<file path="src/rtl/jtag_tgt_sequencer_if.sv">
// ============================================================================
// Module   : jtag_tgt_sequencer_if
// Brief    : Command/response bundle between a host and the JTAG sequencer.
// Revision : 1.0 - initial release
// ============================================================================
`default_nettype none

interface jtag_tgt_sequencer_if;
  logic        cmd_valid;
  logic        cmd_ready;
  logic [1:0]  cmd_op;
  logic [5:0]  cmd_len;
  logic [31:0] cmd_data;
  logic        rsp_valid;
  logic [31:0] rsp_data;
  logic        busy;

  modport master (
    output cmd_valid, cmd_op, cmd_len, cmd_data,
    input  cmd_ready, rsp_valid, rsp_data, busy
  );

  modport slave (
    input  cmd_valid, cmd_op, cmd_len, cmd_data,
    output cmd_ready, rsp_valid, rsp_data, busy
  );
endinterface

`default_nettype wire

</file>
<file path="src/rtl/jtag_tgt_sequencer.sv">
// ============================================================================
// Module   : jtag_tgt_sequencer
// Brief    : Internal JTAG master for the target TAP with external-debugger
//            pin arbitration; parks the TAP in Run-Test/Idle between commands.
// Revision : 1.0 - initial release
// ============================================================================
`default_nettype none

module jtag_tgt_sequencer #(
  parameter int CLK_DIV        = 4,
  parameter bit AUTO_TAP_RESET = 1'b1
) (
  input  logic                  clk,
  input  logic                  reset,
  jtag_tgt_sequencer_if.slave   cmd,
  input  logic                  ext_req,
  output logic                  ext_gnt,
  input  logic                  dbg_tck,
  input  logic                  dbg_tms,
  input  logic                  dbg_tdi,
  input  logic                  dbg_trst,
  output logic                  dbg_tdo,
  output logic                  tgt_tck,
  output logic                  tgt_tms,
  output logic                  tgt_tdi,
  output logic                  tgt_trst,
  input  logic                  tgt_tdo
);

  localparam int c_div_w = $clog2(CLK_DIV);
  localparam logic [c_div_w-1:0] c_div_last = c_div_w'(CLK_DIV - 1);

  localparam logic [1:0] c_op_reset = 2'b00;
  localparam logic [1:0] c_op_idle  = 2'b01;
  localparam logic [1:0] c_op_ir    = 2'b10;

  typedef enum logic [2:0] {
    ST_INIT  = 3'd0,
    ST_IDLE  = 3'd1,
    ST_PRE   = 3'd2,
    ST_SHIFT = 3'd3,
    ST_POST  = 3'd4,
    ST_RSP   = 3'd5,
    ST_EXT   = 3'd6
  } state_t;

  localparam state_t c_start_state = AUTO_TAP_RESET ? ST_INIT : ST_IDLE;

  state_t              r_state;
  logic [c_div_w-1:0]  r_div;
  logic [5:0]          r_cnt;
  logic                r_tck;
  logic                r_tms;
  logic                r_tdi;
  logic [1:0]          r_op;
  logic [5:0]          r_len;
  logic [31:0]         r_data;
  logic [31:0]         r_cap;
  logic                r_cmd_ready;
  logic                r_rsp_valid;
  logic [31:0]         r_rsp_data;
  logic                r_busy;
  logic                r_ext_gnt;
  logic                r_ext_s1;
  logic                r_ext_s2;

  state_t              w_nxt_state;
  logic [5:0]          w_nxt_cnt;
  logic [5:0]          w_eff_len;
  state_t              w_first_state;
  logic                w_handshake;

  function automatic logic [5:0] pre_len(input logic [1:0] op);
    case (op)
      c_op_reset: return 6'd6;
      c_op_ir:    return 6'd4;
      default:    return 6'd3;
    endcase
  endfunction

  // TMS for TCK number cnt of a given phase; every sequence ends with TMS=0 so the TAP rests in RTI.
  function automatic logic tms_at(input state_t st, input logic [1:0] op,
                                  input logic [5:0] len, input logic [5:0] cnt);
    case (st)
      ST_INIT:  return cnt != 6'd5;
      ST_PRE: begin
        case (op)
          c_op_reset: return cnt != 6'd5;
          c_op_ir:    return cnt < 6'd2;
          default:    return cnt == 6'd0;
        endcase
      end
      ST_SHIFT: return (op != c_op_idle) && (cnt == len - 6'd1);
      ST_POST:  return cnt == 6'd0;
      default:  return 1'b0;
    endcase
  endfunction

  function automatic logic tdi_at(input state_t st, input logic [1:0] op,
                                  input logic [31:0] data, input logic [5:0] cnt);
    logic [31:0] sh;
    sh = data >> cnt;
    return (st == ST_SHIFT) && (op != c_op_idle) && sh[0];
  endfunction

  always_ff @(posedge clk or posedge reset) begin
    if (reset) begin
      r_ext_s1 <= 1'b0;
      r_ext_s2 <= 1'b0;
    end else begin
      r_ext_s1 <= ext_req;
      r_ext_s2 <= r_ext_s1;
    end
  end

  assign w_eff_len     = (cmd.cmd_len == 6'd0) ? 6'd1 :
                         (cmd.cmd_len > 6'd32) ? 6'd32 : cmd.cmd_len;
  assign w_first_state = (cmd.cmd_op == c_op_idle) ? ST_SHIFT : ST_PRE;
  assign w_handshake   = cmd.cmd_valid && r_cmd_ready;

  // Position of the following TCK within the command's phase sequence.
  always_comb begin
    w_nxt_state = r_state;
    w_nxt_cnt   = r_cnt + 6'd1;
    case (r_state)
      ST_INIT: begin
        if (r_cnt == 6'd5) begin
          w_nxt_state = ST_IDLE;
          w_nxt_cnt   = 6'd0;
        end
      end
      ST_PRE: begin
        if (r_cnt == pre_len(r_op) - 6'd1) begin
          w_nxt_state = (r_op == c_op_reset) ? ST_RSP : ST_SHIFT;
          w_nxt_cnt   = 6'd0;
        end
      end
      ST_SHIFT: begin
        if (r_cnt == r_len - 6'd1) begin
          w_nxt_state = (r_op == c_op_idle) ? ST_RSP : ST_POST;
          w_nxt_cnt   = 6'd0;
        end
      end
      ST_POST: begin
        if (r_cnt == 6'd1) begin
          w_nxt_state = ST_RSP;
          w_nxt_cnt   = 6'd0;
        end
      end
      default: ;
    endcase
  end

  always_ff @(posedge clk or posedge reset) begin
    if (reset) begin
      r_state     <= c_start_state;
      r_div       <= '0;
      r_cnt       <= 6'd0;
      r_tck       <= 1'b0;
      r_tms       <= 1'b1;
      r_tdi       <= 1'b0;
      r_op        <= 2'b00;
      r_len       <= 6'd1;
      r_data      <= 32'd0;
      r_cap       <= 32'd0;
      r_cmd_ready <= 1'b0;
      r_rsp_valid <= 1'b0;
      r_rsp_data  <= 32'd0;
      r_busy      <= AUTO_TAP_RESET;
      r_ext_gnt   <= 1'b0;
    end else begin
      r_rsp_valid <= 1'b0;
      case (r_state)
        ST_INIT, ST_PRE, ST_SHIFT, ST_POST: begin
          if (r_div != c_div_last) begin
            r_div <= r_div + 1'b1;
          end else begin
            r_div <= '0;
            if (!r_tck) begin
              r_tck <= 1'b1;
              if (r_state == ST_SHIFT && r_op != c_op_idle)
                r_cap <= r_cap | (32'(tgt_tdo) << r_cnt);
            end else begin
              r_tck   <= 1'b0;
              r_state <= w_nxt_state;
              r_cnt   <= w_nxt_cnt;
              r_tms   <= tms_at(w_nxt_state, r_op, r_len, w_nxt_cnt);
              r_tdi   <= tdi_at(w_nxt_state, r_op, r_data, w_nxt_cnt);
              if (w_nxt_state == ST_IDLE)
                r_busy <= 1'b0;
            end
          end
        end
        ST_RSP: begin
          // Hold TCK low for one more half-period before reporting completion.
          if (r_div != c_div_last) begin
            r_div <= r_div + 1'b1;
          end else begin
            r_div       <= '0;
            r_rsp_valid <= 1'b1;
            r_rsp_data  <= r_cap;
            r_state     <= ST_IDLE;
          end
        end
        ST_IDLE: begin
          if (w_handshake) begin
            r_op        <= cmd.cmd_op;
            r_len       <= w_eff_len;
            r_data      <= cmd.cmd_data;
            r_cap       <= 32'd0;
            r_cnt       <= 6'd0;
            r_div       <= '0;
            r_state     <= w_first_state;
            r_tms       <= tms_at(w_first_state, cmd.cmd_op, w_eff_len, 6'd0);
            r_tdi       <= tdi_at(w_first_state, cmd.cmd_op, cmd.cmd_data, 6'd0);
            r_busy      <= 1'b1;
            r_cmd_ready <= 1'b0;
          end else if (r_ext_s2) begin
            r_cmd_ready <= 1'b0;
            r_busy      <= 1'b0;
            if (!r_cmd_ready) begin
              r_ext_gnt <= 1'b1;
              r_state   <= ST_EXT;
            end
          end else begin
            r_cmd_ready <= 1'b1;
            r_busy      <= 1'b0;
          end
        end
        ST_EXT: begin
          if (!r_ext_s2) begin
            r_ext_gnt <= 1'b0;
            r_cnt     <= 6'd0;
            r_div     <= '0;
            r_tck     <= 1'b0;
            r_tdi     <= 1'b0;
            if (AUTO_TAP_RESET) begin
              // Debugger may have left the TAP anywhere; walk it back to RTI.
              r_state <= ST_INIT;
              r_tms   <= 1'b1;
              r_busy  <= 1'b1;
            end else begin
              r_state <= ST_IDLE;
              r_tms   <= 1'b0;
            end
          end
        end
        default: r_state <= c_start_state;
      endcase
    end
  end

  assign tgt_tck  = r_ext_gnt ? dbg_tck : r_tck;
  assign tgt_tms  = r_ext_gnt ? dbg_tms : r_tms;
  assign tgt_tdi  = r_ext_gnt ? dbg_tdi : r_tdi;
  assign tgt_trst = r_ext_gnt & dbg_trst;
  assign dbg_tdo  = r_ext_gnt & tgt_tdo;
  assign ext_gnt  = r_ext_gnt;

  assign cmd.cmd_ready = r_cmd_ready;
  assign cmd.rsp_valid = r_rsp_valid;
  assign cmd.rsp_data  = r_rsp_data;
  assign cmd.busy      = r_busy;

endmodule

`default_nettype wire
</file>
<file path="src/flat_wrapper.sv">
// flat-port wrapper written by rule: the top's interface ports become plain ports
module jtag_tgt_sequencer_flat 
#(
  parameter int CLK_DIV        = 4,
  parameter bit AUTO_TAP_RESET = 1'b1
)
  (clk, reset, ext_req, ext_gnt, dbg_tck, dbg_tms, dbg_tdi, dbg_trst, dbg_tdo, tgt_tck, tgt_tms, tgt_tdi, tgt_trst, tgt_tdo, cmd_cmd_valid, cmd_cmd_op, cmd_cmd_len, cmd_cmd_data, cmd_cmd_ready, cmd_rsp_valid, cmd_rsp_data, cmd_busy);
  jtag_tgt_sequencer_if cmd_i ();
  input  logic clk;
  input  logic reset;
  input  logic ext_req;
  output logic ext_gnt;
  input  logic dbg_tck;
  input  logic dbg_tms;
  input  logic dbg_tdi;
  input  logic dbg_trst;
  output logic dbg_tdo;
  output logic tgt_tck;
  output logic tgt_tms;
  output logic tgt_tdi;
  output logic tgt_trst;
  input  logic tgt_tdo;
  input wire logic [$bits(cmd_i.cmd_valid)-1:0] cmd_cmd_valid;
  input wire logic [$bits(cmd_i.cmd_op)-1:0] cmd_cmd_op;
  input wire logic [$bits(cmd_i.cmd_len)-1:0] cmd_cmd_len;
  input wire logic [$bits(cmd_i.cmd_data)-1:0] cmd_cmd_data;
  output wire logic [$bits(cmd_i.cmd_ready)-1:0] cmd_cmd_ready;
  output wire logic [$bits(cmd_i.rsp_valid)-1:0] cmd_rsp_valid;
  output wire logic [$bits(cmd_i.rsp_data)-1:0] cmd_rsp_data;
  output wire logic [$bits(cmd_i.busy)-1:0] cmd_busy;
  assign cmd_i.cmd_valid = cmd_cmd_valid;
  assign cmd_i.cmd_op = cmd_cmd_op;
  assign cmd_i.cmd_len = cmd_cmd_len;
  assign cmd_i.cmd_data = cmd_cmd_data;
  assign cmd_cmd_ready = cmd_i.cmd_ready;
  assign cmd_rsp_valid = cmd_i.rsp_valid;
  assign cmd_rsp_data = cmd_i.rsp_data;
  assign cmd_busy = cmd_i.busy;
  jtag_tgt_sequencer #(.CLK_DIV(CLK_DIV), .AUTO_TAP_RESET(AUTO_TAP_RESET)) u_core (.clk(clk), .reset(reset), .cmd(cmd_i), .ext_req(ext_req), .ext_gnt(ext_gnt), .dbg_tck(dbg_tck), .dbg_tms(dbg_tms), .dbg_tdi(dbg_tdi), .dbg_trst(dbg_trst), .dbg_tdo(dbg_tdo), .tgt_tck(tgt_tck), .tgt_tms(tgt_tms), .tgt_tdi(tgt_tdi), .tgt_trst(tgt_trst), .tgt_tdo(tgt_tdo));
endmodule
</file>
<file path="config.mk">
export PLATFORM = sky130hd
export DESIGN_NAME = jtag_tgt_sequencer_flat
export DESIGN_NICKNAME = d
export VERILOG_FILES = /design/src/rtl/jtag_tgt_sequencer_if.sv /design/src/rtl/jtag_tgt_sequencer.sv /design/src/flat_wrapper.sv
export SDC_FILE = /design/constraint.sdc
export NUM_CORES = 1
export LEC_CHECK = 0
export CAP_MARGIN = 0
export CORE_ASPECT_RATIO = 0.5
export CORE_MARGIN = 5
export CORE_UTILIZATION = 49
export CTS_BUF_LIST = sky130_fd_sc_hd__clkbuf_16
export CTS_CLUSTER_DIAMETER = 30
export DETAILED_ROUTE_END_ITERATION = 10
export PLACE_DENSITY_LB_ADDON = 0.15
export SLEW_MARGIN = 20
export SYNTH_ARGS = -nofsm -noshare
export SYNTH_HDL_FRONTEND = slang
export SYNTH_SLANG_ARGS = --single-unit
export TNS_END_PERCENT = 1
</file>
<file path="constraint.sdc">
create_clock -name clk -period 3.84 [get_ports clk]
set_input_delay 0.768 -clock clk [delete_from_list [all_inputs] [get_ports clk]]
set_output_delay 0.768 -clock clk [all_outputs]
set_load 0.03 [all_outputs]
</file>
Yosys cells after proc, flatten, opt, wreduce, memory -nomap -nowiden
Index checks and enable logic that the tools add are counted.
Storage, ports and cells
  bits in registers: 124
  input bits: 49
  output and inout bits: 41
  logic and storage cells: 171
Operators by class
  add/sub/neg operators: 5
  $lt $le $gt $ge: 2
  eq/ne operators: 38
  shifts and indexed selects: 2
  mux-type cells: 71
  bitwise gates (word level): 4
  reductions and logical operators: 32
Operators with widths (number)
  $mux W32: 4
  $mux W6: 11
  $pmux W32 S2: 1
  $mux W3: 12
  $or A32 B32 Y32: 1
  $shl A1 B6 Y32: 1
  $shr A32 B6 Y1: 1
  $mux W1: 26
  $pmux W3 S4: 2
  $pmux W6 S4: 1
  $reduce_and A5 Y1: 4
  $eq A3 B2 Y1 const B: 6
  $eq A6 B6 Y1: 3
  $logic_not A6 Y1: 3
  $pmux W6 S3: 1
  $sub A6 B1 Y6 const B: 3
  $eq A3 B3 Y1 const B: 5
  $ne A2 B1 Y1 const B: 7
  $ne A2 B2 Y1 const B: 7
  $logic_not A3 Y1: 3
  $pmux W1 S3: 3
  $logic_and A1 B1 Y1: 8
  $pmux W1 S2: 4
  $add A6 B1 Y6 const B: 1
  other kinds (26): 36

Longest topological paths before layout
  depth in word-level cells: 13
  mapped depth: 11
  depth with buffers taken out: 10

Worst setup path after synthesis
OpenSTA, ideal clock, no wires.
  kind: register to register
  start point: register u_core.r_cnt[1]
  end point: register u_core.r_tms
  setup time: 0.097 ns
  arrival time: 2.787 ns
  required time: 3.743 ns
  path slack: 0.956 ns
  stages on the path, launching flop included: 12
  path buffers: 1
  clock period less this slack: 2.884 ns
  cell sequence: dfrtp_1 -> clkbuf_1 -> inv_1 -> ha_1 -> or4b_4 -> or2_1 -> o31a_4 -> nor2_8 -> a21oi_4 -> mux2_4 -> o211a_1 -> o41ai_2
On the way
  cells in the longest elaborated chain, start to end: 9
  elaborated cells on any way between the ends: 29
  classes of those cells: 1 x add/sub; 1 x order compare; 9 x eq/ne; 15 x mux; 3 x reduce/logical
Ends and longest elaborated chain
  start, declared: RTL line jtag_tgt_sequencer.sv:51  | logic [5:0] r_cnt;
  start signal, assigned: RTL line jtag_tgt_sequencer.sv:186  | r_cnt <= w_nxt_cnt;
  $add A6 B1 Y6 (tied with other cells): RTL line jtag_tgt_sequencer.sv:124  | w_nxt_cnt = r_cnt + 6'd1;
  $mux W6, on equally long branches
  $pmux W6 S4: RTL line jtag_tgt_sequencer.sv:125  | case (r_state)
  $lt A6 B2 Y1 (tied with other cells): RTL line jtag_tgt_sequencer.sv:89  | c_op_ir: return cnt < 6'd2;
  $pmux W1 S2 or $logic_and A1 B1 Y1 (tied branches): RTL line jtag_tgt_sequencer.sv:87, jtag_tgt_sequencer.sv:93
  $pmux W1 S4 *: RTL line jtag_tgt_sequencer.sv:84  | case (st)
  $mux W1 *: RTL line jtag_tgt_sequencer.sv:179  | if (!r_tck) begin
  $mux W1 *: RTL line jtag_tgt_sequencer.sv:175  | if (r_div != c_div_last) begin
  $pmux W1 S3 *: RTL line jtag_tgt_sequencer.sv:173  | case (r_state)
  end signal, assigned: RTL line jtag_tgt_sequencer.sv:187  | r_tms <= tms_at(w_nxt_state, r_op, r_len, w_nxt_cnt);
  end signal, assigned: RTL line jtag_tgt_sequencer.sv:214  | r_tms <= tms_at(w_first_state, cmd.cmd_op, w_eff_len, 6'd0);
  end, declared: RTL line jtag_tgt_sequencer.sv:53  | logic r_tms;
Every way passes the cells marked *; elsewhere a longest branch is shown, timed or not. The select of a mux whose other input is x is not followed.
A chain may end at the register's enable or synchronous reset.

Final worst setup path
  start point: register u_core.r_len[0]
  end point: register u_core.r_tms
On the way
  cells in the longest elaborated chain, start to end: 10
  elaborated cells on any way between the ends: 20
  classes of those cells: 1 x add/sub; 1 x order compare; 6 x eq/ne; 9 x mux; 3 x reduce/logical
Ends and longest elaborated chain
  start, declared: RTL line jtag_tgt_sequencer.sv:56  | logic [5:0] r_len;
  start signal, assigned: RTL line jtag_tgt_sequencer.sv:208  | r_len <= w_eff_len;
  $sub A6 B1 Y6 *: RTL line jtag_tgt_sequencer.sv:93, jtag_tgt_sequencer.sv:139
  $eq A6 B6 Y1: RTL line jtag_tgt_sequencer.sv:139  | if (r_cnt == r_len - 6'd1) begin
  $mux W6: RTL line jtag_tgt_sequencer.sv:139
  $pmux W6 S4: RTL line jtag_tgt_sequencer.sv:125
  $lt A6 B2 Y1 (tied with other cells): RTL line jtag_tgt_sequencer.sv:89
  $pmux W1 S2 or $logic_and A1 B1 Y1 (tied branches): RTL line jtag_tgt_sequencer.sv:87, jtag_tgt_sequencer.sv:93
  $pmux W1 S4 *: RTL line jtag_tgt_sequencer.sv:84
  $mux W1 *: RTL line jtag_tgt_sequencer.sv:179
  $mux W1 *: RTL line jtag_tgt_sequencer.sv:175
  $pmux W1 S3 *: RTL line jtag_tgt_sequencer.sv:173
Marked as above.

==> impl_metrics.json <==
{
  "portBuffers": 89,
  "min_path_type": "reg -> reg",
  "setup_tns_ps": 0,
  "coreArea_um2": 11900,
  "crit_fanout": 6,
  "ys_async_sr_fraction_pct": 100,
  "grt_start_max_net_pins": 57,
  "hold_depth": 0,
  "insertion_delay_ps": 410,
  "hold_viol_final": 0,
  "ctsResizeCount": 0,
  "diodes": 0,
  "cp.required_ps": 4150,
  "dp.cells": 849,
  "rr_endpoint": "u_core.r_tms",
  "synth_compound_area_share_pct": 12.6,
  "synth_cells": 619,
  "start_util_pct": 50.6,
  "status": "complete, no violations",
  "grt.total_usage_pct": 20.3,
  "setup_viol_count_final": 0,
  "ir_drop_mv": 0.295,
  "finalCritPeriodShare_pct": 81.9,
  "drt_iter0_drc": 355,
  "end_kind": "register",
  "numCtsBuffers": 17,
  "synthSimpleGateAreaFrac_pct": 19.6,
  "drc": 0,
  "worst_slack_ps": 695,
  "synth-edff-count": 0,
  "cts_tree": "built",
  "post_drt_via_cell_ratio": 5.55,
  "drv_slew": 0,
  "fp.dieArea_um2": 14800,
  "nets": 756,
  "cp-startpoint": "u_core.r_len[0]",
  "syn-cell-area_um2": 6040,
  "antenna_found_initial": 0,
  "clk_pin_slew_worst_paths_ps": 60,
  "ant_nets": 0,
  "synth_cell_type_count": 64,
  "ctsHoldBuffers": 0,
  "synth_adder_area_share_pct": 0.828,
  "max_freq_mhz": 318,
  "clock-sinks": 124,
  "r2r_start": "u_core.r_len[0]",
  "wl_per_cell_um": 16.7,
  "fp.dieW_um": 167,
  "power_density_nw_per_um2": 743,
  "num_vias": 4888,
  "instances_no_fill": 881,
  "first_global_vias": 4831,
  "synth_xor_area_share_pct": 2.90,
  "dp_slack_ps": 773,
  "area_growth_syn_to_layout_pct": 28.0,
  "avgSynthCellArea_um2": 9.77,
  "grt_pass1_wl_um": 24100,
  "crit_chain": "inv_1 -> ha_1 -> xnor2_1 -> nor3_1 -> nand4_1 -> o41a_1 -> a211oi_1 -> o22ai_1 -> o41ai_1 -> o41ai_2",
  "yosysWarnings": 0,
  "rsz0062_at_grt": "false",
  "drive_gt1_share_pct": 13.8,
  "drt_pre_antenna_iters": 5,
  "cts_buffer_depth": 2,
  "worstSetupPathType": "reg -> reg",
  "post_cts_buffers": 0,
  "start_kind": "register",
  "r2r_slack_ps": 700,
  "synthFlopType": "dfrtp_1",
  "postLayoutCoreUtil_pct": 64.8,
  "fp.dieH_um": 88.5,
  "row_count": 28,
  "synth_seq_area_share_pct": 51.4,
  "cts_root_buf": "clkbuf_16",
  "hpwl_um": 10200,
  "skew_ps": 8.38,
  "period_needed_ps": 3140,
  "muxShareOfSynthArea_pct": 9.69,
  "worstRegToRegCells": 10,
  "yosys_register_bits": 124,
  "synth_top_family_by_area": "simple AND/OR/NAND/NOR gates",
  "io_pins": 90,
  "worstHoldStart": "u_core.r_ext_s1",
  "slew_headroom_pct": 40.9,
  "wirelength_um": 14800,
  "htree_levels": 4,
  "cpMaxStageDelayCell": "dfstp_2",
  "critPathMaxStageDelay_ps": 560,
  "arrival_ps": 3460,
  "grt.overflow.total": 0,
  "drv_cap": 0,
  "place_congestion": 0.946,
  "hold_end": "u_core.r_ext_s2",
  "worst_pin_slew_ps": 884,
  "static-leakage-power_nw": 3.63,
  "synth_nets": 672
}
-- worst max-delay path by stage --
stage	endpoint	cells past startpoint	slack (ps)
2_1_floorplan	u_core.r_tms	11	960
3_3_place_gp	u_core.r_tms	10	820
3_5_place_dp	u_core.r_tms	10	770
4_1_cts	u_core.r_tms	10	710
5_1_grt	u_core.r_tms	10	420
6_report	u_core.r_tms	10	700
-- cell usage in the layout (no fill, tap or decap), drive strengths merged, types with 8 or more instances in the layout --
cell type	instances
a21oi	41
dfrtp	121
nand3	8
clkbuf	17
buf	9
xor2	10
nor2b	10
inv	18
mux2	39
nand2	134
nor3	9
xnor2	10
clkdlybuf4s50	89
nand4	8
o21ai	18
a31oi	12
nor2	63
-- per-stage QoR --
step	power, mW	hold WS [ps]	cell area [µm²]
floorplan	3.45	331	6050
global placement	3.97	337	7100
detailed placement	4.02	337	7100
CTS	5.76	353	7740
global route	6.09	366	7740
finish	5.75	349	7740
-- area by class of cell --
class | count | area (µm²)
Timing Repair Buffer | 98 | 971
Fill cell | 977 | 4210
Sequential cell | 124 | 3110
Clock buffer | 17 | 425
Inverter | 12 | 48.8
Clock inverter | 15 | 211
Tap cell | 165 | 206
Multi-Input combinational cell | 450 | 2770
-- registers in the layout (all words and copies together), names as in the netlist --
name and flops:
u_core.cmd.rsp_data 32, u_core.cmd.busy 1, u_core.r_op 2, u_core.r_cnt 6
u_core.r_div 2, u_core.ext_gnt 1, u_core.r_ext_s2 1, u_core.r_tdi 1
u_core.r_ext_s1 1, u_core.cmd.cmd_ready 1, u_core.cmd.rsp_valid 1, u_core.r_tck 1
u_core.r_state 3, u_core.r_cap 32, u_core.r_tms 1, u_core.r_len 6
u_core.r_data 32
-- power by group --
group	total, mW	internal (mW)	switching, mW
clock network	1.73	1.10	0.626
registers	1.93	1.62	0.314
logic	2.09	0.868	1.22
total	5.75	3.59	2.16
-- Yosys cell counts (3+ instances only) --
cell        n  share of area, %
a21o_1      3              0.37
a21oi_1    39               3.2
a22o_1      5              0.72
a31oi_1    12               1.2
a32oi_1     3              0.43
and2_1      4              0.41
and3_1      4              0.41
buf_1       4              0.25
clkbuf_1   26               1.6
dfrtp_1   121                50
dfstp_2     3               1.3
ha_1        4              0.83
inv_1      12              0.75
mux2_2     38               7.1
mux2i_1     3              0.50
mux4_2      5               1.9
nand2_1   134               8.3
nand2b_1    7              0.72
nand3_1     8              0.66
nand3b_1    6              0.75
nand4_1     8              0.83
nor2_1     62               3.9
nor2b_1    10               1.0
nor3_1      8              0.66
nor3b_1     3              0.37
o21ai_0    17               1.4
o22ai_1     7              0.72
o31ai_1     3              0.37
xnor2_1    10               1.4
xor2_1     10               1.4
-- worst max-delay path, delay by kind of cell (launching register included) --
family / cells / cell delay, ps
buffers and inverters: 1 / 90
and+or+nand+nor: 2 / 470
xor gates and xnor gates: 1 / 140
adders and majority gates: 1 / 340
AOI/OAI and AO/OA: 5 / 1450
DFF: 1 / 560
-- layer usage --
layer / track usage [%] / share of wire, % / up-vias / routed length [µm]
li1: - / - / 2331 / -
met1: 27.8 / 48 / 2372 / 7130
met2: 32.8 / 44 / 160 / 6520
met3: 4.46 / 6.1 / 25 / 897
met4: 7.05 / 1.4 / 0 / 204
met5: 0 / 0 / - / 0
-- cell families after synthesis --
group                    count (synthesis)
adder cells (fa/ha/maj)                  4
buffers and inverters                   45
XOR/XNOR                                20
flip-flops                             124
AND/OR/NAND/NOR                        264
multiplexers                            47
AO/OA/AOI/OAI                          115
Power figures use the tool's default switching activity.
